[src/rtl/uart_rx_pkg.sv]
// Shared types and encoding widths for the UART receive controller.
package uart_rx_pkg;

   localparam int unsigned STATE_W = 3;
   localparam int unsigned EDGE_W  = 4;

   localparam logic PAR_EVEN = 1'b0;
   localparam logic PAR_ODD  = 1'b1;

   typedef enum logic [STATE_W-1:0] {
      ST_IDLE   = 3'd0,
      ST_START  = 3'd1,
      ST_DATA   = 3'd2,
      ST_PARITY = 3'd3,
      ST_STOP   = 3'd4
   } state_e;

   // Bit counter must hold DATA_WIDTH itself after the final increment.
   function automatic int unsigned bit_cnt_width(input int unsigned dw);
      return $clog2(dw + 1);
   endfunction

endpackage

[src/rtl/uart_rx_ctrl_if.sv]
// Serial input, frame configuration and deserializer/status outputs of the RX controller.
interface uart_rx_ctrl_if;
   import uart_rx_pkg::*;

   logic              rx_in;
   logic              par_en;
   logic              par_typ;
   logic              des_en;
   logic [EDGE_W-1:0] edge_counter;
   logic              sampled_bit;
   logic              data_valid;
   logic              par_err;
   logic              stop_err;

   modport master (
      output rx_in, par_en, par_typ,
      input  des_en, edge_counter, sampled_bit, data_valid, par_err, stop_err
   );

   modport slave (
      input  rx_in, par_en, par_typ,
      output des_en, edge_counter, sampled_bit, data_valid, par_err, stop_err
   );
endinterface

[src/rtl/uart_rx_sampler.sv]
// Three-point oversampler around mid-bit with a registered 2-of-3 majority vote.
module uart_rx_sampler
   import uart_rx_pkg::*;
#(
   parameter int unsigned PRESCALE = 8
) (
   input  logic              clk,
   input  logic              rst,
   input  logic [EDGE_W-1:0] edge_counter_i,
   input  logic              rx_in_i,
   output logic              sampled_bit_o
);

   localparam logic [EDGE_W-1:0] E_S0   = EDGE_W'(PRESCALE / 2 - 1);
   localparam logic [EDGE_W-1:0] E_S1   = EDGE_W'(PRESCALE / 2);
   localparam logic [EDGE_W-1:0] E_S2   = EDGE_W'(PRESCALE / 2 + 1);
   localparam logic [EDGE_W-1:0] E_VOTE = EDGE_W'(PRESCALE / 2 + 2);

   logic [2:0] samp_q;
   logic       sampled_q;
   logic       maj_c;

   assign maj_c = (samp_q[0] & samp_q[1]) | (samp_q[0] & samp_q[2]) | (samp_q[1] & samp_q[2]);

   always_ff @(posedge clk) begin
      if (rst) begin
         samp_q    <= 3'b111;
         sampled_q <= 1'b1;
      end else begin
         if (edge_counter_i == E_S0) samp_q[0] <= rx_in_i;
         if (edge_counter_i == E_S1) samp_q[1] <= rx_in_i;
         if (edge_counter_i == E_S2) samp_q[2] <= rx_in_i;
         // Vote lands a cycle after the last sample so it is stable well before the bit ends.
         if (edge_counter_i == E_VOTE) sampled_q <= maj_c;
      end
   end

   assign sampled_bit_o = sampled_q;

endmodule

[src/rtl/uart_rx_ctrl.sv]
// UART receive frame controller: start detection, bit timing, deserializer enable, parity/stop checks.
module uart_rx_ctrl
   import uart_rx_pkg::*;
#(
   parameter int unsigned PRESCALE   = 8,
   parameter int unsigned DATA_WIDTH = 8
) (
   input logic           clk,
   input logic           rst,
   uart_rx_ctrl_if.slave rx
);

   localparam int unsigned BIT_CNT_W = bit_cnt_width(DATA_WIDTH);
   localparam logic [EDGE_W-1:0]    EDGE_LAST = EDGE_W'(PRESCALE - 1);
   localparam logic [BIT_CNT_W-1:0] BIT_LAST  = BIT_CNT_W'(DATA_WIDTH - 1);

   state_e               state_q;
   logic [EDGE_W-1:0]    edge_q;
   logic [BIT_CNT_W-1:0] bit_cnt_q;
   logic                 par_en_q;
   logic                 par_typ_q;
   logic                 par_acc_q;
   logic                 des_en_q;
   logic                 data_valid_q;
   logic                 par_err_q;
   logic                 stop_err_q;
   logic                 sampled_bit;
   logic                 bit_end_c;

   assign bit_end_c = (edge_q == EDGE_LAST);

   uart_rx_sampler #(.PRESCALE(PRESCALE)) u_sampler (
      .clk            (clk),
      .rst            (rst),
      .edge_counter_i (edge_q),
      .rx_in_i        (rx.rx_in),
      .sampled_bit_o  (sampled_bit)
   );

   always_ff @(posedge clk) begin
      if (rst) begin
         state_q      <= ST_IDLE;
         edge_q       <= '0;
         bit_cnt_q    <= '0;
         par_en_q     <= 1'b0;
         par_typ_q    <= 1'b0;
         par_acc_q    <= 1'b0;
         des_en_q     <= 1'b0;
         data_valid_q <= 1'b0;
         par_err_q    <= 1'b0;
         stop_err_q   <= 1'b0;
      end else begin
         data_valid_q <= 1'b0;

         if (state_q == ST_IDLE) edge_q <= '0;
         else                    edge_q <= bit_end_c ? '0 : edge_q + EDGE_W'(1);

         case (state_q)
            ST_IDLE: begin
               // Frame configuration is frozen here for the whole frame.
               if (!rx.rx_in) begin
                  state_q    <= ST_START;
                  par_en_q   <= rx.par_en;
                  par_typ_q  <= rx.par_typ;
                  par_acc_q  <= 1'b0;
                  par_err_q  <= 1'b0;
                  stop_err_q <= 1'b0;
               end
            end
            ST_START: begin
               if (bit_end_c) begin
                  if (sampled_bit) begin
                     state_q <= ST_IDLE;
                  end else begin
                     state_q   <= ST_DATA;
                     bit_cnt_q <= '0;
                     des_en_q  <= 1'b1;
                  end
               end
            end
            ST_DATA: begin
               if (bit_end_c) begin
                  par_acc_q <= par_acc_q ^ sampled_bit;
                  bit_cnt_q <= bit_cnt_q + BIT_CNT_W'(1);
                  if (bit_cnt_q == BIT_LAST) begin
                     des_en_q <= 1'b0;
                     state_q  <= par_en_q ? ST_PARITY : ST_STOP;
                  end
               end
            end
            ST_PARITY: begin
               if (bit_end_c) begin
                  par_err_q <= sampled_bit ^ par_acc_q ^ par_typ_q;
                  state_q   <= ST_STOP;
               end
            end
            ST_STOP: begin
               if (bit_end_c) begin
                  stop_err_q   <= ~sampled_bit;
                  data_valid_q <= sampled_bit & ~par_err_q;
                  state_q      <= ST_IDLE;
               end
            end
            default: state_q <= ST_IDLE;
         endcase
      end
   end

   assign rx.des_en       = des_en_q;
   assign rx.edge_counter = edge_q;
   assign rx.sampled_bit  = sampled_bit;
   assign rx.data_valid   = data_valid_q;
   assign rx.par_err      = par_err_q;
   assign rx.stop_err     = stop_err_q;

endmodule
[src/flat_wrapper.sv]
// flat-port wrapper written by rule: the top's interface ports become plain ports
module uart_rx_ctrl_flat import uart_rx_pkg::*;
#(
   parameter int unsigned PRESCALE   = 8,
   parameter int unsigned DATA_WIDTH = 8
)
  (clk, rst, rx_rx_in, rx_par_en, rx_par_typ, rx_des_en, rx_edge_counter, rx_sampled_bit, rx_data_valid, rx_par_err, rx_stop_err);
  uart_rx_ctrl_if rx_i ();
  input logic clk;
  input logic rst;
  input wire logic [$bits(rx_i.rx_in)-1:0] rx_rx_in;
  input wire logic [$bits(rx_i.par_en)-1:0] rx_par_en;
  input wire logic [$bits(rx_i.par_typ)-1:0] rx_par_typ;
  output wire logic [$bits(rx_i.des_en)-1:0] rx_des_en;
  output wire logic [$bits(rx_i.edge_counter)-1:0] rx_edge_counter;
  output wire logic [$bits(rx_i.sampled_bit)-1:0] rx_sampled_bit;
  output wire logic [$bits(rx_i.data_valid)-1:0] rx_data_valid;
  output wire logic [$bits(rx_i.par_err)-1:0] rx_par_err;
  output wire logic [$bits(rx_i.stop_err)-1:0] rx_stop_err;
  assign rx_i.rx_in = rx_rx_in;
  assign rx_i.par_en = rx_par_en;
  assign rx_i.par_typ = rx_par_typ;
  assign rx_des_en = rx_i.des_en;
  assign rx_edge_counter = rx_i.edge_counter;
  assign rx_sampled_bit = rx_i.sampled_bit;
  assign rx_data_valid = rx_i.data_valid;
  assign rx_par_err = rx_i.par_err;
  assign rx_stop_err = rx_i.stop_err;
  uart_rx_ctrl #(.PRESCALE(PRESCALE), .DATA_WIDTH(DATA_WIDTH)) u_core (.clk(clk), .rst(rst), .rx(rx_i));
endmodule
[config.mk]
export PLATFORM = sky130hd
export DESIGN_NAME = uart_rx_ctrl_flat
export DESIGN_NICKNAME = d
export VERILOG_FILES = /design/src/rtl/uart_rx_pkg.sv /design/src/rtl/uart_rx_ctrl_if.sv /design/src/rtl/uart_rx_sampler.sv /design/src/rtl/uart_rx_ctrl.sv /design/src/flat_wrapper.sv
export SDC_FILE = /design/constraint.sdc
export NUM_CORES = 1
export LEC_CHECK = 0
export CAP_MARGIN = 20
export CORE_ASPECT_RATIO = 1.75
export CORE_MARGIN = 5
export CORE_UTILIZATION = 45
export DETAILED_ROUTE_END_ITERATION = 7
export HOLD_SLACK_MARGIN = 0.02
export PLACE_DENSITY = 0.67
export SYNTH_ARGS = -nofsm -noshare
export SYNTH_HDL_FRONTEND = slang
export SYNTH_SLANG_ARGS = --single-unit
[constraint.sdc]
create_clock -name clk -period 3.8 [get_ports clk]
set_input_delay 0.76 -clock clk [delete_from_list [all_inputs] [get_ports clk]]
set_output_delay 0.76 -clock clk [all_outputs]
set_load 0.05 [all_outputs]
# Word-level counts from Yosys, hierarchy flattened
# Cells that the tools add are included.
[op_classes] n_addsub=2 eq_ne=17 bitwise_logic=13 n_mux=25 n_reduce_logical=14
[op_table] op="$mux W3" n=7
[op_table] op="$eq A4 B3 Y1 const B" n=5
[op_table] op="$pmux W3 S5" n=1
[op_table] op="$mux W4" n=3
[op_table] op="$ne A2 B1 Y1 const B" n=5
[op_table] op="$reduce_and A3 Y1" n=3
[op_table] op="$add A4 B1 Y4 const B" n=2
[op_table] op="$mux W1" n=8
[op_table] op="$pmux W1 S2" n=4
[op_table] op="$pmux W4 S2" n=1
[op_table] op="$reduce_bool A2 Y1" n=4
[op_table] op="$eq A3 B2 Y1 const B" n=2
[op_table] op="$reduce_and A6 Y1" n=1
[op_table] op="$reduce_or A3 Y1" n=2
[op_table] op="$not A1 Y1" n=5
[op_table] op="$reduce_and A5 Y1" n=1
[op_table] op="$and A1 B1 Y1" n=4
[op_table] op="$eq A4 B2 Y1 const B" n=1
[op_table] op="$ne A2 B2 Y1 const B" n=2
[op_table] op="$reduce_and A4 Y1" n=1
[op_table] op="$eq A3 B1 Y1 const B" n=1
[op_table] op="$eq A3 B3 Y1 const B" n=1
[op_table] op="$logic_not A3 Y1" n=1
[op_table] op="$mux W2" n=1
[op_table] op="other kinds (3)" n=5
[word_totals] ff_bits=22

# Depth between registers and ports, before layout
# Gate-level depths: netlist of run 1.
[logic_depth] ltp_word=4 depth_mapped=5

# Modules after synthesis
# A second synthesis of run 1 with hierarchy kept.
[unflattened] cells_unflattened=132 hier_area_um2=1161.1
[modules_own_cells] mod="uart_rx_ctrl" instances=1 cells_per_inst=114 area_per_inst_um2=954.7
[modules_own_cells] mod="uart_rx_sampler" instances=1 cells_per_inst=18 area_per_inst_um2=206.4

# Worst setup path before layout of run 1
# Ideal clock, no wire load.
[synth_timing] kind="reg2reg" start="reg u_core.edge_q[0] (netlist: u_core.rx.edge_counter[0])" end="reg u_core.bit_cnt_q[0]" stages_incl_launch_ff=5 required_ns=3.726 setup_slack_ns=1.999 arrival_ns=1.727 n_path_buf=0 cell_sequence="dfxtp_1 ha_1 nand3b_1 or4_1 o21ai_0"
[synth_via] elab_chain_cells=3 elab_cells_between_ends=4 classes_between="3 x eq/ne; 1 x reduce/logical"
[synth_lines] element="start: declaration" line_no="uart_rx_ctrl.sv:18" source="logic [EDGE_W-1:0] edge_q;"
[synth_lines] element="start signal: assignment" line_no="uart_rx_ctrl.sv:56" source="else edge_q <= bit_end_c ? '0 : edge_q + EDGE_W'(1);"
[synth_lines] element="$eq A4 B3 Y1 *" line_no="uart_rx_ctrl.sv:30" source="assign bit_end_c = (edge_q == EDGE_LAST);"
[synth_lines] element="$ne A2 B1 Y1 (no source line)"
[synth_lines] element="$reduce_and A4 Y1 (no source line) *"
[synth_lines] element="end signal: assignment" line_no="uart_rx_ctrl.sv:84" source="bit_cnt_q <= bit_cnt_q + BIT_CNT_W'(1);"
[synth_lines] element="end: declaration" line_no="uart_rx_ctrl.sv:19" source="logic [BIT_CNT_W-1:0] bit_cnt_q;"
# Mark *: on every way between the ends. The rest lies on a longest branch, timed or not.
# A chain may end at the register's enable or synchronous reset.

# Worst setup path after layout of run 1
[layout_timing] start="reg u_core.u_sampler.sampled_q (netlist: u_core.u_sampler.sampled_bit_o)" end="out rx_sampled_bit"
[layout_lines] element="start: declaration" line_no="uart_rx_sampler.sv:20" source="logic sampled_q;"
[layout_lines] element="start signal: assignment" line_no="uart_rx_sampler.sv:34" source="if (edge_counter_i == E_VOTE) sampled_q <= maj_c;"
[layout_lines] element="end: declaration" line_no="flat_wrapper.sv:16" source="output wire logic [$bits(rx_i.sampled_bit)-1:0] rx_sampled_bit;"
# No word-level cell between the ends.

==> results of run 1 <==
[cell usage in the layout (no fill, tap or decap), types with 2 or more instances in the layout]
cell,Yosys,final
clkbuf_8,0,4
nor4b_1,2,2
clkdlybuf4s50_1,0,13
nor2b_1,2,2
inv_1,5,5
dfxtp_1,22,22
ha_1,5,5
or3_1,2,2
a21boi_0,3,3
nor3b_1,2,2
nand2_1,6,6
nor2_1,10,10
nor4bb_1,2,2
o21ai_0,2,2
a21oi_1,2,2
nand4b_1,2,2
nor3_1,5,5
xnor2_1,3,3
nand3b_1,3,3
nand3_1,4,4
mux2i_1,4,4
a311o_1,4,4
[worst register-to-register path: stages, from the launching register on]
cell and delay [ns]:
dfxtp_1 0.43, ha_1 0.30, nand3b_1 0.26, or4_1 0.53, o21ai_0 0.08
[flip-flops by register name (all words and copies together) (netlist names)]
name	count
u_core.par_en_q	1
u_core.u_sampler.samp_q	3
u_core.par_acc_q	1
u_core.rx.data_valid	1
u_core.bit_cnt_q	4
u_core.u_sampler.sampled_bit_o	1
u_core.state_q	3
u_core.rx.edge_counter	4
u_core.rx.stop_err	1
u_core.par_typ_q	1
u_core.rx.des_en	1
u_core.rx.par_err	1
[where the power goes]
group / switching, uW / internal (uW) / leakage (uW)
clock: 76.3 / 92.4 / 0.0000288
combinational: 15.5 / 11.3 / 0.000229
sequential: 5.04 / 233 / 0.000178
[per-stage QoR]
stage | instances | total power (uW) | hold slack [ns] | worst slack, ns | util (%)
floorplan | 121 | 261 | 0.446 | 2.00 | -
global placement | 153 | 270 | 0.446 | 1.30 | 51.3
detailed placement | 153 | 271 | 0.450 | 1.24 | 51.3
CTS | 157 | 439 | 0.461 | 1.40 | 53.6
global route | 157 | 453 | 0.485 | 1.32 | 53.6
finish | 157 | 434 | 0.458 | 1.42 | 53.6
[kinds of logic after synthesis]
family	Yosys count
DFF	22
muxes	4
xor gates and xnor gates	4
AOI/OAI and AO/OA	23
adders and majority gates	6
and+or+nand+nor	49
buffers and inverters	13
[layout make-up]
cell class | instances | area [um2]
clock buffer | 4 | 55.1
fill | 233 | 1140
sequential | 22 | 440
inverter | 6 | 22.5
tap | 26 | 32.5
multi-input combinational | 86 | 638
timing repair buffer | 13 | 130
[worst min-delay path by stage]
| stage | start | end | slack (ns) | cells after the start |
|---|---|---|---|---|
| after floorplan | u_core.u_sampler.samp_q[0] | u_core.u_sampler.samp_q[0] | 0.45 | 2 |
| after detailed placement | u_core.rx.par_err | u_core.rx.data_valid | 0.45 | 1 |
| after global placement | u_core.rx.par_err | u_core.rx.data_valid | 0.45 | 1 |
| after CTS | u_core.rx.par_err | u_core.rx.data_valid | 0.46 | 1 |
| after global routing | u_core.rx.par_err | u_core.rx.data_valid | 0.48 | 1 |
| final | u_core.rx.par_err | u_core.rx.data_valid | 0.46 | 1 |
[per-layer routing]
metal | wire (um) | track usage, %
met5 | 0 | 0
met2 | 1260 | 22.5
met1 | 1070 | 19.0
met4 | 46 | 7.82
met3 | 67 | 2.60
==> results.json, run 1 <==
{
  "run_status": "finished, final reports clean",
  "required_ns": 3.04,
  "viasPerCell": 5.95,
  "synth.most_common_cell": "dfxtp_1",
  "drt_first_pass_iters": 4,
  "ys_warn_count": 0,
  "crit_type": "flop to output pin",
  "routedWlPerCell_um": 15.6,
  "timing.critical_path.buf_inv": 1,
  "relSlewSlack_pct": 55.9,
  "synth_ff_type": "dfxtp_1",
  "cts_max_level": 1,
  "synthAdderAreaFrac_pct": 6.37,
  "power_density_nw_per_um2": 329,
  "reg2reg_slack_ns": 2.14,
  "synthTopCellsByCount": "22 x dfxtp_1, 10 x nor2_1, 6 x nand2_1",
  "grt_util_all_layers_pct": 14.9,
  "critPathLaunchType": "flop",
  "r2r-end": "u_core.bit_cnt_q[0]",
  "maxCapViolations": 0,
  "die_w_um": 48.0,
  "clk_latency_ns": 0.26,
  "antenna_found_initial": 0,
  "cp_top_family": "buffers and inverters",
  "cp_max_fo": 8,
  "muxShareOfSynthArea_pct": 3.51,
  "synth-compound-area-share_pct": 15.7,
  "cts_resized": 0,
  "worst_clock_skew_ns": 0.00403,
  "design_area_um2": 1320,
  "grt_max_degree": 19,
  "synthTopCellsByArea": "dfxtp_1 39%, ha_1 5.5%, a311o_1 3.5%",
  "ctsHoldBuffers": 0,
  "syn-cell-area_um2": 1140,
  "core_um2": 2460,
  "drc_errors": 0,
  "critPathCapture": "rx_sampled_bit",
  "start_util_pct": 46.3,
  "placed_area_um2": 1260,
  "crit_path_end_kind": "output pin",
  "cp.depth": 1,
  "routed_wl_mm": 2.45,
  "fin_crit_sh_pct": 62.7,
  "cp_cell_sequence": "clkdlybuf4s50_1",
  "synth_top_family_by_area": "simple AND/OR/NAND/NOR gates",
  "slowest_stage": "clkdlybuf4s50_1",
  "synth-simple-area-share_pct": 27.3,
  "synth_top_area_cell": "dfxtp_1",
  "final.setup.tns_ns": 0,
  "cts_buffer_depth": 2,
  "synth.distinct_cells": 47,
  "rsz0062_at_grt": "no",
  "synth_edf_count": 0,
  "grt_pass1_wl_mm": 4.11,
  "layout-drive-gt1-share_pct": 5.34,
  "antennaDiodeCount": 0,
  "postSynth.asyncResetShare_pct": 0,
  "pin_count": 14,
  "clock-sinks": 22,
  "synth_top_area_share_pct": 38.6,
  "clk_pin_slew_ns": 0.08,
  "core.rowCount": 24,
  "setup.worst_path.start": "u_core.u_sampler.sampled_bit_o",
  "synthesis.nets": 131,
  "ir_drop_uv": 188,
  "maxSlewViolCount": 0,
  "cts_inserted_buffers": 3,
  "synth_cells": 121,
  "fin_nets": 142,
  "rr_startpoint": "u_core.rx.edge_counter[0]",
  "reg2regPathDepth": 4,
  "yosys_register_bits": 22,
  "timing.fmax_mhz": 419,
  "synth.avg_cell_area_um2": 9.42,
  "period_minus_slack_ns": 2.38,
  "num_vias": 934,
  "cp.arrival_ns": 1.62,
  "drt_iter0_drc": 41,
  "areaGrowthSynthToFinish_pct": 15.7,
  "min_path_type": "flop to flop",
  "numPortBuffers": 13,
  "finalHoldViolCount": 0,
  "setup_violations": 0,
  "drtAntennaViolNets": 0,
  "p_leak_uw": 0.000436,
  "die_h_um": 76.6,
  "clockRootBuffer": "clkbuf_8",
  "dp_hpwl_mm": 1.79,
  "ys_seq_area_share_pct": 38.6,
  "die_area_um2": 3680,
  "grt_pass1_vias": 907,
  "synth_xor_area_share_pct": 3.07,
  "max_slew.worst_pin.slew_ns": 0.659,
  "cpPeakStageDelay_ns": 0.86,
  "routabilityCongestion": 0.748,
  "overflow": 0,
  "post_cts_buffers": 0,
  "cts_tree": "yes"
}
Note: power is estimated with default switching activity, not from simulation.
==> run 2, diff against run 1 <==
--- a/config.mk
+++ b/config.mk
@@ -11,7 +11,7 @@
 export CORE_UTILIZATION = 45
 export DETAILED_ROUTE_END_ITERATION = 7
 export HOLD_SLACK_MARGIN = 0.02
-export PLACE_DENSITY = 0.67
+export PLACE_DENSITY = 0.69
 export SYNTH_ARGS = -nofsm -noshare
 export SYNTH_HDL_FRONTEND = slang
 export SYNTH_SLANG_ARGS = --single-unit
==> constraint.sdc (replaced) <==
create_clock -name clk -period 1.97 [get_ports clk]
set_input_delay 0.394 -clock clk [delete_from_list [all_inputs] [get_ports clk]]
set_output_delay 0.394 -clock clk [all_outputs]
set_load 0.05 [all_outputs]
==> run 2 against run 1 <==
Total power rose by 81%. Sequential power increased by 93%. Critical path depth unchanged. Critical path type unchanged. Combinational power is 99% higher. Global-route usage grew 0.070 points. Die area unchanged. Largest power group unchanged.
==> results.json, run 2 (same netlist as run 1, synthesis figures left out) <==
{
  "run_status": "finished, final reports clean",
  "timing.critical_path.buf_inv": 1,
  "relSlewSlack_pct": 60.9,
  "finalHoldViolCount": 0,
  "critPathCapture": "rx_edge_counter[1]",
  "final_common_cell": "dfxtp_1",
  "ctsHoldBuffers": 0,
  "rsz0062_at_grt": "no",
  "cpPeakStageDelay_ns": 0.83,
  "multiInputGateArea_um2": 638,
  "layout-drive-gt1-share_pct": 9.09,
  "cp.depth": 1,
  "drc_errors": 0,
  "dp_hpwl_mm": 1.84,
  "pin_count": 14,
  "cp_max_fo": 5,
  "final.setup.tns_ns": 0,
  "die_area_um2": 3680,
  "routed_wl_mm": 2.46,
  "cts_resized": 0,
  "cts_buffer_depth": 2,
  "clk_latency_ns": 0.26,
  "viasPerCell": 6.18,
  "numPortBuffers": 13,
  "reg2reg_slack_ns": 0.33,
  "p_leak_uw": 0.000445,
  "ir_drop_uv": 361,
  "core_um2": 2460,
  "clock-sinks": 22,
  "die_h_um": 76.6,
  "die_w_um": 48.0,
  "clk_pin_slew_ns": 0.07,
  "cts_tree": "yes",
  "max_slew.worst_pin.slew_ns": 0.585,
  "crit_path_end_kind": "output pin",
  "nFillCells": 242,
  "areaGrowthSynthToFinish_pct": 14.9,
  "fin_crit_sh_pct": 95.3,
  "worst_clock_skew_ns": 0.00286,
  "start_util_pct": 46.3,
  "routedWlPerCell_um": 15.6,
  "rr_startpoint": "u_core.rx.edge_counter[0]",
  "core.rowCount": 24,
  "drtAntennaViolNets": 0,
  "cts_max_level": 1,
  "drt_iter0_drc": 16,
  "cp_cell_sequence": "clkdlybuf4s50_1",
  "drt_first_pass_iters": 4,
  "min_path_type": "flop to flop",
  "num_vias": 977,
  "slowest_stage": "clkdlybuf4s50_1",
  "maxCapViolations": 0,
  "post-route-util_pct": 53.2,
  "post_cts_buffers": 0,
  "grt_pass1_vias": 925,
  "cp_top_family": "buffers and inverters",
  "routabilityCongestion": 0.860,
  "setup.worst_path.start": "u_core.rx.edge_counter[1]",
  "clockRootBuffer": "clkbuf_8",
  "maxSlewViolCount": 0,
  "r2r-end": "u_core.rx.data_valid",
  "seqCellArea_um2": 440,
  "required_ns": 1.58,
  "cp.arrival_ns": 1.48,
  "critPathLaunchType": "flop",
  "overflow": 0,
  "crit_type": "flop to output pin",
  "grt_util_all_layers_pct": 15.0,
  "setup_violations": 0,
  "cts_inserted_buffers": 3,
  "fin_nets": 144,
  "grt_max_degree": 14,
  "grt_pass1_wl_mm": 4.18,
  "reg2regPathDepth": 4,
  "power_density_nw_per_um2": 599,
  "timing.fmax_mhz": 533,
  "final_cell_mix": "22 x dfxtp_1, 10 x nor2_1, 9 x clkdlybuf4s50_1",
  "antennaDiodeCount": 0,
  "antenna_found_initial": 0,
  "period_minus_slack_ns": 1.88
}
run 2: cell types whose count changed in the layout (fill, tap and decap cells not counted), sizes merged:
cell	change
clkdlybuf4s50	-4
buf	+6
clkbuf	-1
run 2: worst min path at each step:
| stage | start | end | cells after the start |
|---|---|---|---|
| 5_1_grt | u_core.rx.des_en | u_core.rx.des_en | 2 |
| 4_1_cts | u_core.rx.des_en | u_core.rx.des_en | 2 |
| 3_3_place_gp | u_core.rx.par_err | u_core.rx.data_valid | 1 |
| 6_report | u_core.rx.par_err | u_core.rx.data_valid | 1 |
| 2_1_floorplan | u_core.u_sampler.samp_q[0] | u_core.u_sampler.samp_q[0] | 2 |
| 3_5_place_dp | u_core.rx.des_en | u_core.rx.des_en | 2 |
run 2: area by class of cell:
class	instances	share of cell area, %
clock buffer	3	3.15
inverter	6	1.72
multi-input combinational	86	48.7
sequential	22	33.6
tap	26	2.48
timing repair buffer	15	10.3
run 2: routing by layer:
metal  share of wire (%)  track usage, %  up-vias
met5                   0               0        -
met4                 1.3            6.20        0
met3                 3.1            2.13        4
met2                  54            23.9       23
met1                  42            19.0      479
li1                    -               -      471
run 2: power breakdown:
| group | internal, uW | leakage [uW] | total (uW) | switching, uW |
|---|---|---|---|---|
| Sequential | 450 | 0.000178 | 460 | 9.49 |
| Combinational | 22.5 | 0.000245 | 53.3 | 30.7 |
| Clock | 136 | 0.0000216 | 272 | 136 |
| Total | 609 | 0.000445 | 785 | 176 |
run 2: per-stage QoR:
step,total power (uW),worst slack (ns),cell area (um2),cells,hold WS [ns]
floorplan,504,0.169,1140,121,0.446
CTS,789,0.0818,1310,158,0.480
global placement,522,0.155,1270,155,0.464
detailed placement,523,0.117,1270,155,0.469
global route,812,0.0393,1310,158,0.493
finish,785,0.0935,1310,158,0.474
